## src/rtl/rangefinder_pkg.sv

```systemverilog
// rangefinder_pkg
//   Shared definitions for the rangefinder map-builder link.
//   - Field positions inside the 28-bit data_enable_step word
//     {data[15:0], enable, step[10:0]}; the map builder splits the word
//     with the same constants.
//   - Default angular step limits of one laser scan.
//   - State encoding of the step streamer.
package rangefinder_pkg;

  localparam int DES_DATA_MSB = 27;
  localparam int DES_DATA_LSB = 12;
  localparam int DES_ENABLE   = 11;
  localparam int DES_STEP_MSB = 10;

  localparam int DEF_STEP_FIRST = 44;
  localparam int DEF_STEP_LAST  = 725;

  typedef enum logic [2:0] {
    S_IDLE,
    S_FETCH,
    S_WAIT,
    S_PRESENT,
    S_GAP,
    S_DONE
  } streamer_state_t;

endpackage

```

## src/rtl/rangefinder_step_streamer.sv

```systemverilog
// rangefinder_step_streamer
//   On a rising edge of transmit, walks one laser scan from a sample BRAM and
//   emits one range sample per angular step as a single-cycle enable strobe
//   in data_enable_step, followed by GAP_CYCLES idle cycles.
//
// Ports
//   clk_100M         in   1  sole clock (BRAM domain), rising edge
//   reset            in   1  asynchronous, active-high, clears all state
//   transmit         in   1  scan request; rising edge starts, low aborts
//   sample_addr      out 11  BRAM read address (= step index), held between fetches
//   sample_data      in  16  BRAM read data in mm, valid one cycle after address
//   data_enable_step out 28  {data[15:0], enable, step[10:0]}, all registered
//   busy             out  1  high from scan start through the done cycle
//   done             out  1  one-cycle pulse after the last step's gap
module rangefinder_step_streamer
  import rangefinder_pkg::*;
#(
  parameter int STEP_FIRST = DEF_STEP_FIRST,
  parameter int STEP_LAST  = DEF_STEP_LAST,
  parameter int GAP_CYCLES = 4,
  parameter int MIN_MM     = 20,
  parameter int MAX_MM     = 5600
) (
  input  logic        clk_100M,
  input  logic        reset,
  input  logic        transmit,
  output logic [10:0] sample_addr,
  input  logic [15:0] sample_data,
  output logic [27:0] data_enable_step,
  output logic        busy,
  output logic        done
);

  localparam int DATA_W = DES_DATA_MSB - DES_DATA_LSB + 1;
  localparam int STEP_W = DES_STEP_MSB + 1;

  localparam logic [DATA_W-1:0] MIN_V   = DATA_W'(MIN_MM);
  localparam logic [DATA_W-1:0] MAX_V   = DATA_W'(MAX_MM);
  localparam logic [STEP_W-1:0] FIRST_V = STEP_W'(STEP_FIRST);
  localparam logic [STEP_W-1:0] LAST_V  = STEP_W'(STEP_LAST);
  localparam logic [7:0]        GAP_V   = 8'(GAP_CYCLES - 1);

  if (STEP_FIRST < 0 || STEP_LAST < STEP_FIRST || STEP_LAST > 2047) begin : g_bad_steps
    $error("rangefinder_step_streamer: need 0 <= STEP_FIRST <= STEP_LAST <= 2047");
  end
  if (GAP_CYCLES < 1 || GAP_CYCLES > 255) begin : g_bad_gap
    $error("rangefinder_step_streamer: GAP_CYCLES must be 1..255");
  end

  // Out-of-range readings are reported as 0 so the map builder treats them
  // as invalid; comparisons are unsigned.
  function automatic logic [DATA_W-1:0] range_filter(input logic [DATA_W-1:0] mm);
    if (mm < MIN_V || mm > MAX_V) return '0;
    return mm;
  endfunction

  streamer_state_t   state, state_next;
  logic              tx_q;
  logic [STEP_W-1:0] step_cnt;
  logic [7:0]        gap_cnt;
  logic [DATA_W-1:0] data_q;
  logic              en_q;
  logic [STEP_W-1:0] step_q;
  logic              start;
  logic              gap_end;
  logic              last_step;

  assign start     = transmit & ~tx_q;
  assign gap_end   = (gap_cnt == '0);
  assign last_step = (step_cnt == LAST_V);

  // State register
  always_ff @(posedge clk_100M or posedge reset) begin
    if (reset) state <= S_IDLE;
    else       state <= state_next;
  end

  // Next state and status outputs; a low transmit aborts every state except
  // IDLE and DONE (a PRESENT strobe still goes out before the abort lands).
  always_comb begin
    state_next = state;
    busy       = 1'b1;
    done       = 1'b0;
    case (state)
      S_IDLE: begin
        busy = 1'b0;
        if (start) state_next = S_FETCH;
      end
      S_FETCH:   state_next = transmit ? S_WAIT    : S_IDLE;
      S_WAIT:    state_next = transmit ? S_PRESENT : S_IDLE;
      S_PRESENT: state_next = transmit ? S_GAP     : S_IDLE;
      S_GAP: begin
        if (!transmit)    state_next = S_IDLE;
        else if (gap_end) state_next = last_step ? S_DONE : S_FETCH;
      end
      S_DONE: begin
        done       = 1'b1;
        state_next = S_IDLE;
      end
      default: state_next = S_IDLE;
    endcase
  end

  // Counters, BRAM address and output word; enable is a one-cycle strobe
  // because it is cleared on every edge that is not leaving PRESENT.
  always_ff @(posedge clk_100M or posedge reset) begin
    if (reset) begin
      tx_q        <= 1'b0;
      step_cnt    <= '0;
      gap_cnt     <= '0;
      sample_addr <= '0;
      data_q      <= '0;
      en_q        <= 1'b0;
      step_q      <= '0;
    end else begin
      tx_q <= transmit;
      en_q <= 1'b0;
      case (state)
        S_IDLE:  if (start) step_cnt <= FIRST_V;
        S_FETCH: sample_addr <= step_cnt;
        S_PRESENT: begin
          data_q  <= range_filter(sample_data);
          step_q  <= step_cnt;
          en_q    <= 1'b1;
          gap_cnt <= GAP_V;
        end
        S_GAP: begin
          if (!gap_end)                  gap_cnt  <= gap_cnt - 1'b1;
          else if (state_next == S_FETCH) step_cnt <= step_cnt + 1'b1;
        end
        default: ;
      endcase
    end
  end

  assign data_enable_step[DES_DATA_MSB:DES_DATA_LSB] = data_q;
  assign data_enable_step[DES_ENABLE]                = en_q;
  assign data_enable_step[DES_STEP_MSB:0]            = step_q;

endmodule

```

## config.mk

```make
export PLATFORM = sky130hd
export DESIGN_NAME = rangefinder_step_streamer
export DESIGN_NICKNAME = d
export VERILOG_FILES = /design/src/rtl/rangefinder_pkg.sv /design/src/rtl/rangefinder_step_streamer.sv
export SDC_FILE = /design/constraint.sdc
export NUM_CORES = 1
export LEC_CHECK = 0
export CORE_UTILIZATION = 35
export DETAILED_ROUTE_END_ITERATION = 10
export GPL_TIMING_DRIVEN = 0
export SYNTH_ARGS = -nofsm -noshare
export SYNTH_HDL_FRONTEND = slang
export SYNTH_SLANG_ARGS = --single-unit
```

## constraint.sdc

```tcl
create_clock -name clk_100M -period 2.7 [get_ports clk_100M]
set_input_delay 0.27 -clock clk_100M [delete_from_list [all_inputs] [get_ports clk_100M]]
set_output_delay 0.27 -clock clk_100M [all_outputs]
set_load 0.1 [all_outputs]
```

==> run_results.csv, run 1 <==
group,metric,value,unit
timing,worstMarginPinSlew,1000,ps
power_and_ir_drop,clkPwrFrac,0.314,
floorplan,io_pins,60,
logic_synthesis,synth_seq_cells,62,
cts,hold_buffers,0,
logic_synthesis,syn_area_per_cell,10.9,µm²
floorplan,initial_core_util,0.371,
floorplan,fp.dieW,90.6,µm
power_and_ir_drop,p_sw,1.03,mW
cts,tritoncts,"built",
layout,syn_to_final_growth,34.5,%
timing,maxSlewHeadroom,0.331,
cts,cts_sinks,62,
worst_setup_path,worst_ep_required_time,2430,ps
layout,drive_gt1_frac,0.100,
route,post_drt_wl_per_cell,14.0,µm
logic_synthesis,synth_fp_nets,275,
grt,gr-total-overflow,0,
power_and_ir_drop,p_leak,1.61,nW
place,io_buffers,59,
logic_synthesis,synthArstFlopShare,1.00,
route,dr.pass1.iters,4,
cts,cts_repair_resize_count,0,
worst_setup_path,crit_fanout,8,
grt,antenna_found_initial,0,
layout,diodes,0,
power_and_ir_drop,p_int,1.79,mW
timing,slew_viol_final,0,
worst_setup_path,cp_top_family,"buffers and inverters",
layout,nNetsFinal,346,
logic_synthesis,synth_seq_area_share,0.564,
worst_setup_path,cp.arrival,2320,ps
worst_setup_path,worstSetupPathType,"register to primary output",
route,viasPerCell,4.91,
grt,grt_start_max_net_pins,41,
timing,grt_setup_unrepaired,"no",
worst_setup_path,path_buf_inv,2,
power_and_ir_drop,comb_power_share,0.300,
worst_setup_path,crit_chain,"clkbuf_1 > nor2b_1 > and2_1 > clkdlybuf4s50_1",
route,drc,0,
layout,seq_area,0.00155,mm²
grt,grt_pass1_vias,2107,
logic_synthesis,syn-cell-area,0.00275,mm²
power_and_ir_drop,swShare,0.366,
place,gp_congestion,0.803,
timing,worst_hold_slack,295,ps
cts,post-cts-setup-buffers,0,
cts,insertion_delay,330,ps
worst_setup_path,cp_slowest_cell,"clkdlybuf4s50_1",
grt,track_usage,0.161,
route,drt-initial-drc-count,69,
grt,grt_pass1_wl,10.6,mm
worst_setup_path,worstSetupStartpointType,"register",
timing,finalCritPeriodShare,0.959,
cts,clockRootBuffer,"clkbuf_8",
logic_synthesis,ys_types,43,
cts,cts_max_level,3,
floorplan,rows,31,
layout,multi_input_area,0.00111,mm²
logic_synthesis,synth_edf_count,0,
run_status,outcome,"complete, no violations",
route,drt-total-wl,6.00,mm
floorplan,design.die.area,0.00822,mm²
logic_synthesis,synth_cells,253,
timing,finalHoldViolations,0,
logic_synthesis,ys.flop_type,"dfrtp_1",
timing,max_clock_freq,386,MHz
cts,cts_buffers,9,
floorplan,die_height,90.6,µm
timing,min_period,2590,ps
layout,nFillCells,673,
timing,fin_skew,7.74,ps
route,ant_nets,0,
route,num_vias,2100,
power_and_ir_drop,power_density,761,mW/mm²
cts,cts.clk_slew.worst_paths,70,ps
place,post-dp-hpwl,4.28,mm
worst_setup_path,reg2reg_slack,230,ps
flow_run,cap_violations,0,
worst_setup_path,endpoint_kind,"primary output",
worst_setup_path,slowest_delay,1130,ps
power_and_ir_drop,pwr-share-seq,0.386,
timing,finalSetupViolCount,0,
power_and_ir_drop,peakVddDrop,0.356,mV
logic_synthesis,yosys_warnings,0,
floorplan,core_area,0.00741,mm²
timing,tns,0,ps
hold_path,min_path_type,"input port to asynchronous set/reset pin",
cts,cts_buffer_depth,2,
-- cells by family (layout without fill, tap and decap cells) --
| kind of cell | count (synthesis) | in the layout | share of synthesized area |
|---|---|---|---|
| and+or+nand+nor | 107 | 107 | 0.204 |
| adders and majority gates | 3 | 3 | 0.0137 |
| AOI/OAI and AO/OA | 37 | 37 | 0.105 |
| buffers and inverters | 22 | 98 | 0.0328 |
| xor gates and xnor gates | 11 | 11 | 0.0350 |
| muxes | 11 | 11 | 0.0450 |
| DFF | 62 | 62 | 0.564 |
-- metal layers --
layer	routed length, µm	vias up	global-route usage
met3	302	10	0.0387
met2	2520	62	0.240
met5	0	-	0
met1	3090	986	0.228
met4	88	0	0.0565
li1	-	1042	-
-- power groups by stage --
stage | combinational [mW] | sequential [mW] | clock (mW)
CTS | 0.851 | 1.09 | 0.909
detailed placement | 0.850 | 1.11 | 0
global placement | 0.841 | 1.10 | 0
finish | 0.846 | 1.09 | 0.883
global route | 0.896 | 1.10 | 0.947
floorplan | 0.246 | 1.49 | 0
-- Yosys cell counts (2+ instances only) --
cell type   n  share of area
ha_1        3          0.014
nor2_1     17          0.023
nand3_1     4         0.0073
or4_1       3         0.0082
nor2b_1     4         0.0091
a21oi_1     5         0.0091
o21ai_1     2         0.0036
nand4_1     3         0.0068
nor4_1      6          0.014
or3b_1      3         0.0096
inv_1       7         0.0096
xor2_1      5          0.016
clkbuf_1   10          0.014
a31oi_1     3         0.0068
nor3_1      9          0.016
a32o_1      3          0.011
mux2_2     11          0.045
xnor2_1     6          0.019
o21ai_0     5         0.0091
or3_1       3         0.0068
o31ai_1     2         0.0055
nand4b_1    2         0.0064
nand3b_1    2         0.0055
and4_1      2         0.0064
buf_2       3         0.0055
nand2_1    38          0.052
a22o_1      9          0.029
nor3b_1     3         0.0082
and2_1      4         0.0091
o41ai_1     2         0.0064
dfrtp_1    62           0.56
-- registers in the layout, summed over array words and instances, names as in the netlist --
| signal | cells |
|---|---|
| data_q | 16 |
| en_q | 1 |
| gap_cnt | 8 |
| sample_addr | 11 |
| state | 3 |
| step_cnt | 11 |
| step_q | 11 |
| tx_q | 1 |
-- final timing paths --
kind	end	start	depth (start not counted)
max	done	state[1]$_DFF_PP0_	4
min	gap_cnt[5]$_DFFE_PP0P_	reset	2
max reg2reg	step_cnt[5]$_DFFE_PP0P_	state[1]$_DFF_PP0_	7
min reg2reg	step_q[4]$_DFFE_PP0P_	step_q[4]$_DFFE_PP0P_	2
max in group asynchronous	step_cnt[3]$_DFFE_PP0P_	reset	3
min in group clk_100M	step_q[4]$_DFFE_PP0P_	step_q[4]$_DFFE_PP0P_	2
-- stage by stage --
stage	instances	total power, mW	util	setup slack (ps)	cell area, µm²
3_3_place_gp	411	1.94	0.468	-298	3460
3_5_place_dp	412	1.96	0.470	257	3480
6_report	428	2.82	0.499	111	3700
2_1_floorplan	253	1.74	-	505	2750
4_1_cts	428	2.85	0.499	87.7	3700
5_1_grt	428	2.95	0.499	2.76	3700
-- cell usage in the layout, fill, tap and decap left out, types with 3 or more instances in the layout --
cell / count
ha_1: 3
mux2_2: 11
or3b_1: 3
clkdlybuf4s50_1: 59
or3_1: 3
nand3_1: 4
nor2b_1: 4
clkbuf_1: 12
nand4_1: 3
inv_1: 6
a31oi_1: 3
and2_1: 4
nor2_1: 17
xor2_1: 5
clkbuf_8: 10
nor3_1: 9
nand2_1: 38
xnor2_1: 6
o21ai_0: 5
buf_2: 3
a22o_1: 9
nor3b_1: 3
nor4_1: 6
or4_1: 3
dfrtp_1: 62
a32o_1: 3
a21oi_1: 5
-- cell type report --
cell class,instances,area share
Tap cell,99,0.0335
Inverter,8,0.00812
Clock inverter,4,0.0189
Multi-Input combinational cell,169,0.300
Buffer,14,0.0162
Sequential cell,62,0.419
Clock buffer,12,0.0392
Timing Repair Buffer,60,0.165
Note: power is estimated with default switching activity, not from simulation.
==> inputs of run 2 (changes only) <==
--- a/config.mk
+++ b/config.mk
@@ -8,6 +8,7 @@
 export CORE_UTILIZATION = 35
 export DETAILED_ROUTE_END_ITERATION = 10
 export GPL_TIMING_DRIVEN = 0
+export PLACE_DENSITY = 0.59
 export SYNTH_ARGS = -nofsm -noshare
 export SYNTH_HDL_FRONTEND = slang
 export SYNTH_SLANG_ARGS = --single-unit
==> run 2 against run 1 <==
Hold slack better by 60 ps. Clock power down 18%. Cell area fell by 1.1%. Via count fell by 1.6%. Core utilization decreased by 0.56 points. Global-route usage decreased by 0.50 points. Non-clock buffer count unchanged. Die area unchanged. Clock skew increased by 2.0 ps. Largest power group unchanged.
==> run_results.csv, run 2 (synthesis gave the netlist of run 1 again) <==
group,metric,value,unit
floorplan,die_height,90.6,µm
route,wl_met2,2.50,mm
timing,tns,0,ps
grt,antenna_found_initial,0,
worst_setup_path,worstSetupStartpointType,"register",
cts,cts_sinks,62,
timing,finalCritPeriodShare,0.956,
cts,cts_buffers,9,
layout,multi_input_area,0.00111,mm²
power_and_ir_drop,p_leak,1.60,nW
floorplan,io_pins,60,
worst_setup_path,cp-endpoint,"done",
place,place_area,0.00348,mm²
timing,worst_hold_slack,355,ps
worst_setup_path,endpoint_kind,"primary output",
floorplan,initial_core_util,0.371,
route,drt-total-wl,5.84,mm
route,drt-met1-wl,2.92,mm
power_and_ir_drop,clkPwrFrac,0.273,
cts,post-cts-setup-buffers,0,
timing,slew_viol_final,0,
place,gp_congestion,0.782,
timing,maxSlewHeadroom,0.328,
timing,min_period,2580,ps
power_and_ir_drop,swShare,0.392,
route,drt-initial-drc-count,139,
layout,diodes,0,
grt,track_usage,0.156,
floorplan,rows,31,
power_and_ir_drop,power_density,726,mW/mm²
run_status,outcome,"complete, no violations",
place,io_buffers,59,
route,highest_layer,"met4",
power_and_ir_drop,peakVddDrop,0.402,mV
layout,post_layout_nonfiller_instances,427,
route,ant_nets,0,
timing,finalHoldViolations,0,
timing,finalSetupViolCount,0,
timing,grt_setup_unrepaired,"no",
layout,drive_gt1_frac,0.104,
worst_setup_path,cp.arrival,2310,ps
worst_setup_path,r2r_cells,7,
worst_setup_path,worstSetupPathType,"register to primary output",
hold_path,min_path_type,"input port to asynchronous set/reset pin",
route,drc,0,
layout,top_register,"data_q",
layout,nNetsFinal,346,
cts,insertion_delay,340,ps
cts,clockRootBuffer,"clkbuf_8",
power_and_ir_drop,p_sw,1.04,mW
grt,gr-total-overflow,0,
cts,cts.clk_slew.worst_paths,70,ps
layout,layout_commonest_cell,"dfrtp_1",
layout,seq_area,0.00155,mm²
grt,grt_pass1_vias,2026,
route,met3WireLength,373,µm
layout,syn_to_final_growth,33.0,%
flow_run,cap_violations,0,
power_and_ir_drop,pwr-share-seq,0.409,
grt,grt_start_max_net_pins,33,
place,placedCellCount,412,
floorplan,fp.dieW,90.6,µm
worst_setup_path,r2r_start,"state[0]$_DFF_PP0_",
cts,cts_buffer_depth,2,
timing,max_clock_freq,388,MHz
power_and_ir_drop,comb_power_share,0.318,
floorplan,design.die.area,0.00822,mm²
route,num_vias,2066,
grt,grt_pass1_wl,10.1,mm
layout,final_area,0.00366,mm²
worst_setup_path,critPathLaunch,"state[1]$_DFF_PP0_",
power_and_ir_drop,p_int,1.61,mW
route,viasPerCell,4.84,
layout,largest_reg_flops,16,
route,post_drt_wl_per_cell,13.7,µm
cts,cts_max_level,3,
layout,layout_common_cells,"dfrtp_1 (62), clkdlybuf4s50_1 (59), nand2_1 (38), nor2_1 (17)",
worst_setup_path,worst_ep_required_time,2430,ps
worst_setup_path,crit_fanout,8,
floorplan,core_area,0.00741,mm²
layout,nFillCells,671,
worst_setup_path,reg2reg_slack,270,ps
timing,fin_skew,9.77,ps
cts,hold_buffers,0,
power_and_ir_drop,total_power,2.66,mW
place,post-dp-hpwl,4.15,mm
route,dr.pass1.iters,4,
cts,tritoncts,"built",
timing,worstMarginPinSlew,1000,ps
cts,cts_repair_resize_count,0,
worst_setup_path,rr_endpoint,"data_q[8]$_DFFE_PP0P_",
run 2: changes by cell type in the layout (fill, tap and decap cells not counted):
cell,before,now
clkbuf_1,12,10
clkinv_2,2,3
bufinv_16,2,0
clkbuf_8,10,11
clkinvlp_4,0,1
run 2: worst min path at each step:
stage | slack [ps] | endpoint
2_1_floorplan | 300 | tx_q$_DFF_PP0_
3_3_place_gp | 460 | step_q[0]$_DFFE_PP0P_
3_5_place_dp | 470 | step_q[0]$_DFFE_PP0P_
4_1_cts | 380 | data_q[10]$_DFFE_PP0P_
5_1_grt | 400 | gap_cnt[0]$_DFFE_PP0P_
6_report | 360 | data_q[0]$_DFFE_PP0P_
run 2: final cells by class:
class	count	area share
clock buffer	11	0.0414
tap	99	0.0339
clock inverter	4	0.00616
multi-input combinational	169	0.303
sequential	62	0.424
inverter	8	0.00821
timing repair buffer	60	0.167
buffer	14	0.0164
run 2: power by group through the flow:
stage	combinational, mW	clock (mW)	sequential, mW
finish	0.844	0.725	1.09
detailed placement	0.848	0	1.10
global route	0.887	0.790	1.10
floorplan	0.246	0	1.49
CTS	0.851	0.750	1.09
global placement	0.842	0	1.10
run 2: metal layers:
metal | global-route usage | vias to the layer above
li1 | - | 1038
met4 | 0.0403 | 0
met2 | 0.232 | 63
met5 | 0 | -
met1 | 0.215 | 959
met3 | 0.0572 | 6
run 2: worst max-delay path, stage by stage, from the launching register on:
cell and delay, ps:
dfrtp_1 360, clkbuf_1 180, nor2b_1 180, and2_1 140
clkdlybuf4s50_1 1120
run 2: through the flow:
step                      worst slack (ps)   util
after floorplan                        505      -
after global placement                -275  0.468
after detailed placement               254  0.470
after CTS                             86.2  0.494
final                                  119  0.494
after global routing                  10.7  0.494
==> inputs of run 3 (changes only) <==
--- a/config.mk
+++ b/config.mk
@@ -12,3 +12,4 @@
 export SYNTH_ARGS = -nofsm -noshare
 export SYNTH_HDL_FRONTEND = slang
 export SYNTH_SLANG_ARGS = --single-unit
+export TNS_END_PERCENT = 10
==> results of run 3 <==
The final DEF is identical to that of run 2; final timing and power are the same.
